`src/rtl/uart_rx.sv`:
```
// ============================================================================
//  Module   : uart_rx
//  Purpose  : 8N1 UART receiver. Synchronizes the raw RX line, times bit
//             centres with a down-counter, assembles bytes LSB-first and
//             buffers them for the CPU. Overrun and framing errors are
//             sticky until clr_err.
//  Config   : UART_RX_FIFO_EN defined   -> 2^FIFODEPTHBITS-entry FIFO
//             UART_RX_FIFO_EN undefined -> single holding register
//  Ports    : clk              system clock
//             power_on_reset_n asynchronous active-low reset
//             rxpin            raw RX line (asynchronous, idle high)
//             rd               pop strobe (ignored while rx_valid=0)
//             clr_err          clears overrun and ferr
//             rx_data          head byte (valid while rx_valid=1)
//             rx_valid         at least one byte buffered
//             overrun          sticky: byte dropped because buffer full
//             ferr             sticky: stop bit sampled low
//  Revision : 1.0  initial release
// ============================================================================
`default_nettype none

module uart_rx #(
   parameter int CLKDIV        = 260,
   parameter int FIFODEPTHBITS = 2
) (
   input  logic       clk,
   input  logic       power_on_reset_n,
   input  logic       rxpin,
   input  logic       rd,
   input  logic       clr_err,
   output logic [7:0] rx_data,
   output logic       rx_valid,
   output logic       overrun,
   output logic       ferr
);

   typedef enum logic [2:0] {
      S_IDLE  = 3'd0,
      S_START = 3'd1,
      S_DATA  = 3'd2,
      S_STOP  = 3'd3,
      S_BREAK = 3'd4
   } state_t;

   // Half a bit lands the start check mid start-bit; whole bits thereafter.
   localparam logic [15:0] HALF_LOAD = 16'(CLKDIV / 2 - 1);
   localparam logic [15:0] FULL_LOAD = 16'(CLKDIV - 1);

   logic       sync1_q, sync2_q;
   logic       rxs;
   state_t     state_q, state_d;
   logic [15:0] timer_q, timer_d;
   logic [2:0] bitcnt_q, bitcnt_d;
   logic [7:0] shift_q, shift_d;
   logic       ferr_q, ferr_d;
   logic       overrun_q, overrun_d;
   logic       push;
   logic       ferr_set;
   logic       overrun_set;
   logic       expired;

   assign rxs     = sync2_q;
   assign expired = (timer_q == 16'd0);

   // ---------------------------------------------------------------- FSM
   always_comb begin
      state_d  = state_q;
      timer_d  = timer_q;
      bitcnt_d = bitcnt_q;
      shift_d  = shift_q;
      push     = 1'b0;
      ferr_set = 1'b0;
      unique case (state_q)
         S_IDLE: begin
            if (!rxs) begin
               timer_d = HALF_LOAD;
               state_d = S_START;
            end
         end
         S_START: begin
            if (!expired) begin
               timer_d = timer_q - 16'd1;
            end else if (rxs) begin
               state_d = S_IDLE;          // glitch: line back high mid start bit
            end else begin
               timer_d  = FULL_LOAD;
               bitcnt_d = 3'd0;
               state_d  = S_DATA;
            end
         end
         S_DATA: begin
            if (!expired) begin
               timer_d = timer_q - 16'd1;
            end else begin
               // Shift in at the MSB so the first (LSB) bit ends in bit 0.
               shift_d  = {rxs, shift_q[7:1]};
               timer_d  = FULL_LOAD;
               bitcnt_d = bitcnt_q + 3'd1;
               if (bitcnt_q == 3'd7) begin
                  state_d = S_STOP;
               end
            end
         end
         S_STOP: begin
            if (!expired) begin
               timer_d = timer_q - 16'd1;
            end else if (rxs) begin
               push    = 1'b1;
               state_d = S_IDLE;
            end else begin
               ferr_set = 1'b1;
               state_d  = S_BREAK;
            end
         end
         S_BREAK: begin
            // Park until the line returns high so a held-low line flags once.
            if (rxs) begin
               state_d = S_IDLE;
            end
         end
         default: state_d = S_IDLE;
      endcase
   end

   // ---------------------------------------------------------------- flags
   always_comb begin
      // A set in the same cycle as clr_err wins.
      ferr_d    = ferr_set | (ferr_q & ~clr_err);
      overrun_d = overrun_set | (overrun_q & ~clr_err);
   end

   always_ff @(posedge clk or negedge power_on_reset_n) begin
      if (!power_on_reset_n) begin
         sync1_q   <= 1'b1;
         sync2_q   <= 1'b1;
         state_q   <= S_IDLE;
         timer_q   <= 16'd0;
         bitcnt_q  <= 3'd0;
         shift_q   <= 8'd0;
         ferr_q    <= 1'b0;
         overrun_q <= 1'b0;
      end else begin
         sync1_q   <= rxpin;
         sync2_q   <= sync1_q;
         state_q   <= state_d;
         timer_q   <= timer_d;
         bitcnt_q  <= bitcnt_d;
         shift_q   <= shift_d;
         ferr_q    <= ferr_d;
         overrun_q <= overrun_d;
      end
   end

   assign ferr    = ferr_q;
   assign overrun = overrun_q;

   // ---------------------------------------------------------------- buffer
`ifdef UART_RX_FIFO_EN
   localparam int DEPTH = 1 << FIFODEPTHBITS;
   localparam logic [FIFODEPTHBITS:0]   CNT_ONE  = 1;
   localparam logic [FIFODEPTHBITS:0]   CNT_FULL = DEPTH[FIFODEPTHBITS:0];
   localparam logic [FIFODEPTHBITS-1:0] PTR_ONE  = 1;

   logic [7:0]               mem_q [DEPTH];
   logic [7:0]               mem_d [DEPTH];
   logic [FIFODEPTHBITS-1:0] wr_ptr_q, wr_ptr_d;
   logic [FIFODEPTHBITS-1:0] rd_ptr_q, rd_ptr_d;
   logic [FIFODEPTHBITS:0]   count_q, count_d;
   logic                     pop, full, push_ok;

   always_comb begin
      pop         = rd & (count_q != '0);
      full        = (count_q == CNT_FULL);
      // Pop happens before push, so a full buffer being read still accepts.
      push_ok     = push & (~full | pop);
      overrun_set = push & full & ~pop;
      mem_d       = mem_q;
      wr_ptr_d    = wr_ptr_q;
      rd_ptr_d    = rd_ptr_q;
      count_d     = count_q;
      if (push_ok) begin
         mem_d[wr_ptr_q] = shift_q;
         wr_ptr_d        = wr_ptr_q + PTR_ONE;
      end
      if (pop) begin
         rd_ptr_d = rd_ptr_q + PTR_ONE;
      end
      unique case ({push_ok, pop})
         2'b10:   count_d = count_q + CNT_ONE;
         2'b01:   count_d = count_q - CNT_ONE;
         default: count_d = count_q;
      endcase
   end

   always_ff @(posedge clk or negedge power_on_reset_n) begin
      if (!power_on_reset_n) begin
         for (int i = 0; i < DEPTH; i++) begin
            mem_q[i] <= 8'd0;
         end
         wr_ptr_q <= '0;
         rd_ptr_q <= '0;
         count_q  <= '0;
      end else begin
         mem_q    <= mem_d;
         wr_ptr_q <= wr_ptr_d;
         rd_ptr_q <= rd_ptr_d;
         count_q  <= count_d;
      end
   end

   assign rx_data  = mem_q[rd_ptr_q];
   assign rx_valid = (count_q != '0);
`else
   logic [7:0] hold_q, hold_d;
   logic       valid_q, valid_d;
   logic       pop, push_ok;

   always_comb begin
      pop         = rd & valid_q;
      push_ok     = push & (~valid_q | pop);
      overrun_set = push & valid_q & ~pop;
      hold_d      = hold_q;
      valid_d     = valid_q;
      if (push_ok) begin
         hold_d  = shift_q;
         valid_d = 1'b1;
      end else if (pop) begin
         valid_d = 1'b0;
      end
   end

   always_ff @(posedge clk or negedge power_on_reset_n) begin
      if (!power_on_reset_n) begin
         hold_q  <= 8'd0;
         valid_q <= 1'b0;
      end else begin
         hold_q  <= hold_d;
         valid_q <= valid_d;
      end
   end

   assign rx_data  = hold_q;
   assign rx_valid = valid_q;
`endif

endmodule

`default_nettype wire
```
`config.mk`:
```
export PLATFORM = sky130hd
export DESIGN_NAME = uart_rx
export DESIGN_NICKNAME = d
export VERILOG_FILES = /design/src/rtl/uart_rx.sv
export SDC_FILE = /design/constraint.sdc
export NUM_CORES = 1
export LEC_CHECK = 0
export CAP_MARGIN = 25
export CORE_AREA = 8 8 88 90
export CTS_BUF_LIST = sky130_fd_sc_hd__clkbuf_8 sky130_fd_sc_hd__clkbuf_16
export CTS_CLUSTER_SIZE = 16
export DETAILED_ROUTE_END_ITERATION = 8
export DIE_AREA = 0 0 96 98
export GPL_TIMING_DRIVEN = 0
export PLACE_DENSITY_LB_ADDON = 0.15
export REMOVE_ABC_BUFFERS = 1
export SLEW_MARGIN = 5
export SYNTH_ARGS = -nofsm -noshare
export SYNTH_HDL_FRONTEND = slang
export SYNTH_SLANG_ARGS = --single-unit
```
`constraint.sdc`:
```
create_clock -name clk -period 5.6 [get_ports clk]
set_input_delay 0.56 -clock clk [delete_from_list [all_inputs] [get_ports clk]]
set_output_delay 0.56 -clock clk [all_outputs]
set_load 0.01 [all_outputs]
```
After elaboration in Yosys (flattened, before gate mapping)
Cells that the tools add are included.

$add $sub $neg: 2. Eq/ne operators: 14. Bitwise gates (word level): 12. Reductions and logical operators: 9. Mux-type cells: 27.

Operator list (count): 2-to-1 mux 16 bit (5); one-hot mux 16 bit (4 select lines) (1); 2-to-1 mux 3 bit (10); logical NOT 16 bit (1); inequality test 2 bit, second input constant (8); subtractor 16 x 1 -> 16 bit, second input constant (1); one-hot mux 3 bit (5 select lines) (1); 2-to-1 mux 1 bit (8); AND reduction 4 bit (2); AND 1 bit (6); equality test 3 x 2 -> 1 bit, second input constant (2); equality test 3 bit, second input constant (2); one-hot mux 3 bit (2 select lines) (1); AND reduction 6 bit (1); nonzero test 2 bit (2); nonzero test 4 bit (1); adder 3 x 1 -> 3 bit, second input constant (1); equality test 3 x 1 -> 1 bit, second input constant (1); logical NOT 3 bit (1); inequality test 3 bit, second input constant (1); NOT 1 bit (3); bitwise OR 1 bit (3); 2-to-1 mux 2 bit (1); AND reduction 2 bit (1).

Bits in registers: 43.

Depth between registers and ports, before layout
Gate-level depths: netlist (run 1).

Depth after elaboration: 6. Depth in mapped cells: 9. Gate-level depth less buffers: 7.

Least setup slack after synthesis (run 1)
Ideal clock, no wire load.

Kind: register to register. From: reg timer_q[10]. To: reg timer_q[7]. Period minus slack after synthesis: 2208 ps. Arrival: 2087 ps. Cell stages (with the launch flop): 8. Setup time: 121 ps. Path slack: 3392 ps. Data required time: 5479 ps. Buffers on the path: 2. Cell sequence: dfrtp_1 or4_1 buf_2 or4_4 a21oi_2 buf_6 nor2_1 o22a_1.

Word-level cells in the longest chain between the ends: 3.

RTL lines: from (decl) (line 52) `logic [15:0] timer_q, timer_d;`; from (signal assigned) (line 146) `timer_q <= timer_d;`; logical NOT 16 bit (*) (line 63) `assign expired = (timer_q == 16'd0);`; inequality test 3 bit (no line), or another cell as far along; AND reduction 4 bit (no line) / one-hot mux 16 bit (4 select lines) (equally long branches).

Mark *: on every way between the ends. The rest lies on a longest branch, timed or not. A chain may end at the register's enable or synchronous reset.

Final worst setup path (run 1)
From: reg timer_q[0]. To: reg timer_q[3].

Word-level cells in the longest chain between the ends: 3.

RTL lines: subtractor 16 x 1 -> 16 bit / logical NOT 16 bit (equally long branches); 2-to-1 mux 16 bit, or another cell as far along (line 105) `if (!expired) begin`; one-hot mux 16 bit (4 select lines) / AND reduction 4 bit (equally long branches).

Parallel ways exist; a longest one is shown, timed or not. The select of a mux whose other input is x is not followed.

==> load_flow_metrics.sql, run 1 <==
INSERT INTO impl_metrics (metric_group, metric, value, unit) VALUES
('status', 'run_status', 'finished, final reports clean', ''),
('critical_path', 'worst_setup_path_startpoint', 'timer_q[0]$_DFFE_PN0P_', ''),
('cts', 'ctsLongestPathBuffers', '2', ''),
('detailed_routing', 'drtPass1Iterations', '4', ''),
('global_routing', 'grt-busiest-layer', 'met2', ''),
('power', 'pwr-share-clk', '38.9', '%'),
('cts', 'clkSlewWorstSetupHoldPaths', '0.09', 'ns'),
('global_routing', 'use_met3', '2.84', '%'),
('synth', 'synth_seq_cells', '43', ''),
('power', 'power_per_cell_area', '214', 'nW/um2'),
('cts', 'cts_hold_repair.buffers', '0', ''),
('cts', 'cts_repair_resize_count', '0', ''),
('synth', 'post_synth_main_area_contributors', 'dfrtp_1 (47%), mux2_2 (8.2%), a21oi_1 (4.1%)', ''),
('global_routing', 'global_route_met2_utilization', '16.8', '%'),
('place', 'post-place-cells', '298', ''),
('critical_path', 'critical_path_arrival', '3.23', 'ns'),
('detailed_routing', 'post_drt_via_cell_ratio', '5.30', ''),
('synth', 'yosysWarnings', '0', ''),
('final_layout', 'layout-drive-gt1-share', '17.2', '%'),
('detailed_routing', 'wl_per_cell', '15.4', 'um'),
('synth', 'synthesis.instances', '213', ''),
('place', 'pre_cts_ws', '2.49', 'ns'),
('critical_path', 'critical-path-max-stage-delay', '0.59', 'ns'),
('timing', 'timing.final.crit_share', '54.2', '%'),
('synth', 'synthesis.area_per_instance', '10.4', 'um2'),
('power', 'combPwrFrac', '2.4', '%'),
('timing', 'setup-tns-final', '0', 'ns'),
('critical_path', 'cell_by_cell_listing_of_the_critical_path', 'inv_1, ha_1, or3b_1, nor4_2, nand2_1, a21oi_1, buf_4, o21ba_1', ''),
('power', 'power.sequential.fraction', '58.7', '%'),
('power', 'power.switching_fraction', '24.0', '%'),
('critical_path', 'worst_setup_path_endpoint', 'timer_q[3]$_DFFE_PN0P_', ''),
('timing', 'finalWorstPathRequiredPeriod', '3.04', 'ns'),
('timing', 'worstMarginPinSlew', '0.791', 'ns'),
('floorplanning', 'dieArea', '9410', 'um2'),
('timing', 'setup_repair_after_global_routing_missed_its_margin', 'false', ''),
('floorplanning', 'placement_rows', '30', ''),
('synth', 'asyncSetResetFlopFracSynth', '100', '%'),
('synth', 'yosys.area.top_type', 'dfrtp_1', ''),
('synth', 'synth_sequential_area_ratio', '48.9', '%'),
('final_layout', 'fin_cells', '307', ''),
('cts', 'cts_setup_buffers', '0', ''),
('final_layout', 'fillCellCount', '652', ''),
('global_routing', 'grt_pass1_wl', '8280', 'um'),
('critical_path', 'r2r_end', 'timer_q[3]$_DFFE_PN0P_', ''),
('critical_path', 'path_depth', '8', ''),
('final_layout', 'net_total_in_the_final_layout', '234', ''),
('global_routing', 'number_of_antenna_violations_at_the_first_check_in_global_routing', '0', ''),
('place', 'place_congestion', '0.748', ''),
('critical_path', 'r2r_cells', '8', ''),
('critical_path', 'r2r_start', 'timer_q[0]$_DFFE_PN0P_', ''),
('timing', 'max_freq', '329', 'MHz'),
('final_layout', 'layout_overhead_on_the_synthesized_area', '12.8', '%'),
('floorplanning', 'die_width', '96', 'um'),
('critical_path', 'rrSetupSlack', '2.56', 'ns'),
('cts', 'cts_made_buffers', '5', ''),
('cts', 'cts.sink_count', '43', ''),
('detailed_routing', 'totalWireLength', '4730', 'um'),
('floorplanning', 'boundaryPins', '16', ''),
('critical_path', 'timing.critical_path.slowest_stage_cell', 'nor4_2', ''),
('power', 'peakVddDrop', '0.111', 'mV'),
('global_routing', 'first_global_vias', '1692', ''),
('power', 'switching_power', '128', 'uW'),
('final_layout', 'insertedDiodeCount', '0', ''),
('critical_path', 'critical_path.startpoint_type', 'register', ''),
('synth', 'synth_flop_cell', 'dfrtp_1', ''),
('critical_path', 'worst_path_dominant_cell_family', 'simple AND/OR/NAND/NOR gates', ''),
('timing', 'timing.final.ws_setup', '2.56', 'ns'),
('cts', 'clock_tree_from_tritoncts', 'yes', ''),
('timing', 'timing.final.max_slew_violations', '0', ''),
('timing', 'finalSetupViolCount', '0', ''),
('synth', 'synthDominantCellAreaShare', '46.5', '%');
==> flip-flops by register name (all words and copies together), names as in the netlist <==
| name | count |
|---|---|
| sync1_q | 1 |
| rxs | 1 |
| timer_q | 16 |
| overrun | 1 |
| state_q | 3 |
| ferr | 1 |
| rx_data | 8 |
| shift_q | 8 |
| rx_valid | 1 |
| bitcnt_q | 3 |
==> per-layer routing <==
metal,vias to the layer above,routed length (um)
met4,0,68
met2,15,2190
met5,-,0
met3,6,129
li1,816,-
met1,791,2340
==> logic make-up (layout without fill, tap and decap cells) <==
family / count (synthesis) / count (layout) / share of synthesized area (%)
and+or+nand+nor: 81 / 81 / 21.1
AOI/OAI and AO/OA: 49 / 49 / 13.5
DFF: 43 / 43 / 48.9
muxes: 18 / 18 / 9.08
buffers and inverters: 17 / 31 / 4.88
adders and majority gates: 3 / 3 / 1.70
xor gates and xnor gates: 2 / 2 / 0.795
==> power groups by stage <==
stage / clock [uW] / sequential [uW] / combinational (uW)
after global routing: 227 / 313 / 14.9
after detailed placement: 0 / 319 / 13.5
after floorplan: 0 / 319 / 1.93
final: 207 / 313 / 12.6
after global placement: 0 / 319 / 11.9
after CTS: 219 / 313 / 13.5
==> worst min path at each step <==
stage,slack [ns],from,cells after the start,end
floorplan,0.26,power_on_reset_n,0,bitcnt_q[0]$_DFFE_PN0P_
global placement,0.35,sync1_q$_DFF_PN1_,0,rxs$_DFF_PN1_
detailed placement,0.35,sync1_q$_DFF_PN1_,0,rxs$_DFF_PN1_
CTS,0.22,power_on_reset_n,1,bitcnt_q[0]$_DFFE_PN0P_
global route,0.23,power_on_reset_n,1,timer_q[13]$_DFFE_PN0P_
finish,0.21,power_on_reset_n,1,timer_q[13]$_DFFE_PN0P_
==> layout make-up <==
type	count	area (um2)	share of cell area [%]
sequential	43	1080	43.4
tap	80	100	4.03
clock buffer	5	68.8	2.77
timing repair buffer	17	173	6.95
multi-input combinational	153	1020	41.0
inverter	6	22.5	0.906
clock inverter	3	25.0	1.01
==> synthesized netlist by cell type (2+ instances only) <==
master / count
nor2_1: 18
buf_2: 4
a21oi_1: 18
nand4_1: 3
clkbuf_1: 2
and2_1: 2
nor3_1: 5
nor4_1: 9
nand3_1: 4
inv_1: 6
buf_6: 2
or3_1: 7
clkbuf_8: 2
o22ai_1: 3
or3_2: 4
or4_1: 5
nand2b_1: 3
mux2_2: 16
nor2b_1: 3
nand2_1: 9
o21ai_0: 12
mux2i_1: 2
or4_2: 2
ha_1: 3
dfrtp_1: 41
o31ai_1: 4
dfstp_2: 2
==> cells in the final DEF (no fill, tap or decap), types with 2 or more instances in the layout <==
master            n
or4_2             2
clkdlybuf4s50_1  14
or3_1             7
nor4_1            9
or4_1             5
or3_2             4
o21ai_0          12
dfstp_2           2
nor3_1            5
nor2_1           18
nand4_1           3
ha_1              3
nand3_1           4
and2_1            2
mux2i_1           2
nor2b_1           3
inv_1             6
nand2b_1          3
o31ai_1           4
a21oi_1          18
mux2_2           16
clkinv_4          2
dfrtp_1          41
o22ai_1           3
clkbuf_8          5
nand2_1           9
==> per-stage QoR <==
stage | total power (uW) | hold slack [ns] | util (%) | cell area, um2
6_report | 533 | 0.207 | 38.3 | 2490
5_1_grt | 555 | 0.234 | 38.3 | 2490
4_1_cts | 545 | 0.220 | 38.2 | 2480
3_5_place_dp | 333 | 0.347 | 36.7 | 2380
3_3_place_gp | 331 | 0.346 | 36.5 | 2370
2_1_floorplan | 320 | 0.264 | - | 2120
(Power assumes the default switching activity.)
==> run 2: changes to the inputs <==
==> constraint.sdc (replaced) <==
create_clock -name clk -period 2.6 [get_ports clk]
set_input_delay 0.26 -clock clk [delete_from_list [all_inputs] [get_ports clk]]
set_output_delay 0.26 -clock clk [all_outputs]
set_load 0.01 [all_outputs]
==> load_flow_metrics.sql, run 2 (synthesis results as in run 1) <==
INSERT INTO impl_metrics (metric_group, metric, value, unit) VALUES
('status', 'run_status', 'finished, final reports clean', ''),
('final_layout', 'layout_overhead_on_the_synthesized_area', '17.6', '%'),
('power', 'power.internal', '873', 'uW'),
('place', 'port_buffers', '15', ''),
('detailed_routing', 'post_drt_via_cell_ratio', '5.38', ''),
('global_routing', 'first_global_vias', '1713', ''),
('final_layout', 'fin_area', '2590', 'um2'),
('global_routing', 'grt_overflow', '0', ''),
('cts', 'root_buffer_cell', 'clkbuf_8', ''),
('final_layout', 'net_total_in_the_final_layout', '238', ''),
('critical_path', 'rrSetupSlack', '0.17', 'ns'),
('power', 'switching_power', '274', 'uW'),
('final_layout', 'insertedDiodeCount', '0', ''),
('place', 'place_congestion', '0.748', ''),
('cts', 'clk_latency', '0.30', 'ns'),
('run', 'cap_viol_max_count', '0', ''),
('final_layout', 'layout_common_cells', 'dfrtp_1 (41), nor2_1 (18), a21oi_1 (17)', ''),
('global_routing', 'grt_pass1_wl', '8330', 'um'),
('final_layout', 'largest_register', 'timer_q', ''),
('critical_path', 'r2r_cells', '4', ''),
('cts', 'clock_tree_from_tritoncts', 'yes', ''),
('place', 'placed_area', '2380', 'um2'),
('power', 'power.sequential.fraction', '58.7', '%'),
('power', 'combPwrFrac', '2.5', '%'),
('power', 'peakVddDrop', '0.239', 'mV'),
('power', 'power_per_cell_area', '442', 'nW/um2'),
('detailed_routing', 'post-route-drc-count', '0', ''),
('place', 'hpwl', '3260', 'um'),
('critical_path', 'worst_setup_path_endpoint', 'rx_data[3]$_DFFE_PN0P_', ''),
('global_routing', 'number_of_antenna_violations_at_the_first_check_in_global_routing', '0', ''),
('cts', 'ctsLongestPathBuffers', '2', ''),
('critical_path', 'worst_setup_path_startpoint', 'timer_q[11]$_DFFE_PN0P_', ''),
('critical_path', 'critPathMaxFanout', '8', ''),
('timing', 'timing.final.max_slew_violations', '0', ''),
('timing', 'slew_headroom', '47.8', '%'),
('global_routing', 'grt_usage', '11.0', '%'),
('critical_path', 'path_class', 'register to register', ''),
('floorplanning', 'dieArea', '9410', 'um2'),
('detailed_routing', 'dr.first_iter.drc_count', '93', ''),
('timing', 'worst_clock_skew', '0.0102', 'ns'),
('cts', 'cts_max_level', '2', ''),
('global_routing', 'maximum_number_of_pins_on_one_net_before_global_route_repair', '25', ''),
('timing', 'worstMarginPinSlew', '0.783', 'ns'),
('floorplanning', 'die_width', '96', 'um'),
('critical_path', 'r2r_end', 'rx_data[3]$_DFFE_PN0P_', ''),
('critical_path', 'cp.required', '2.80', 'ns'),
('detailed_routing', 'totalWireLength', '4770', 'um'),
('hold_path', 'timing.hold.worst.class', 'register to register', ''),
('power', 'leakage', '0.00108', 'uW'),
('power', 'power.switching_fraction', '23.9', '%'),
('floorplanning', 'die_height', '98', 'um'),
('timing', 'hold_viol_final', '0', ''),
('detailed_routing', 'drtPass1Iterations', '4', ''),
('final_layout', 'largest_register_ffs', '16', ''),
('critical_path', 'critical_path_arrival', '2.63', 'ns'),
('detailed_routing', 'final_antenna_net_count', '0', ''),
('cts', 'cts.sink_count', '43', ''),
('timing', 'finalSetupViolCount', '0', ''),
('floorplanning', 'placement_rows', '30', ''),
('detailed_routing', 'dr_total_vias', '1673', ''),
('final_layout', 'fin_cells', '311', ''),
('floorplanning', 'start_util', '33.9', '%'),
('final_layout', 'layout-drive-gt1-share', '19.5', '%'),
('critical_path', 'crit_path_end_kind', 'register', ''),
('timing', 'finalWorstPathRequiredPeriod', '2.43', 'ns'),
('critical_path', 'r2r_start', 'timer_q[11]$_DFFE_PN0P_', ''),
('cts', 'cts_made_buffers', '5', ''),
('power', 'pwr-share-clk', '38.7', '%'),
('floorplanning', 'design.core.area', '6490', 'um2'),
('timing', 'max_freq', '411', 'MHz'),
('critical_path', 'critical_path.startpoint_type', 'register', ''),
('floorplanning', 'boundaryPins', '16', ''),
('final_layout', 'final_common_cell', 'dfrtp_1', ''),
('detailed_routing', 'wl_per_cell', '15.4', 'um'),
('place', 'post-place-cells', '298', ''),
('timing', 'timing.final.crit_share', '93.5', '%'),
('cts', 'clkSlewWorstSetupHoldPaths', '0.09', 'ns');
[run 2: changes by cell type in the layout (fill, tap and decap cells not counted), sizes merged]
cell,change
dlygate4sd3,+1
buf,+3
[run 2: per-stage QoR]
| stage | hold WS, ns | setup WS (ns) | total power, uW | utilization (%) | TNS [ns] |
|---|---|---|---|---|---|
| finish | 0.358 | 0.169 | 1150 | 39.9 | 0 |
| global route | 0.354 | -0.00110 | 1200 | 39.9 | -0.00110 |
| CTS | 0.350 | 0.00362 | 1180 | 38.7 | 0 |
| detailed placement | 0.256 | -0.515 | 716 | 36.7 | -5.03 |
| global placement | 0.346 | -0.488 | 713 | 36.5 | -4.66 |
| floorplan | -0.0356 | 0.167 | 690 | - | 0 |
[run 2: final cells by class]
cell class	instances	area, um2
fill	644	3900
sequential	43	1080
multi-input combinational	153	1070
timing repair buffer	21	230
tap	80	100
clock buffer	5	68.8
clock inverter	3	25.0
inverter	6	22.5
[run 2: how the worst min path moves through the flow]
stage                 startpoint                 endpoint  cells past startpoint
3_3_place_gp   sync1_q$_DFF_PN1_            rxs$_DFF_PN1_                      0
3_5_place_dp    power_on_reset_n  timer_q[13]$_DFFE_PN0P_                      1
5_1_grt                    rxpin        sync1_q$_DFF_PN1_                      1
4_1_cts                    rxpin        sync1_q$_DFF_PN1_                      1
2_1_floorplan   power_on_reset_n  bitcnt_q[0]$_DFFE_PN0P_                      0
6_report       sync1_q$_DFF_PN1_            rxs$_DFF_PN1_                      0
[run 2: per-layer routing]
metal	share of wire [%]	wire length, um	global-route usage, %
met3	3.5	169	2.84
met1	48	2310	14.3
met4	1.4	68	3.91
met5	0	0	0
met2	47	2230	16.8
[run 2: critical path, cell delays in order, from the launching register on]
cell,delay (ns)
dfrtp_1,0.40
or4_1,0.69
nor4_1,0.40
and3_1,0.45
mux2_2,0.38
[run 2: what timing repair did]
item,in CTS,in global routing
hold endpoints to repair,17,0
resized for setup,4,3
endpoints found under the setup margin,19,32
pin swaps,0,3
hold buffers,1,0
buffers inserted,0,4
[run 2: power by group through the flow]
stage               logic [uW]  registers, uW  clock network [uW]
global placement          25.7            687                   0
detailed placement        29.1            687                   0
finish                    28.7            674                 445
CTS                       30.4            674                 471
floorplan                 4.17            686                   0
global route              34.0            674                 488
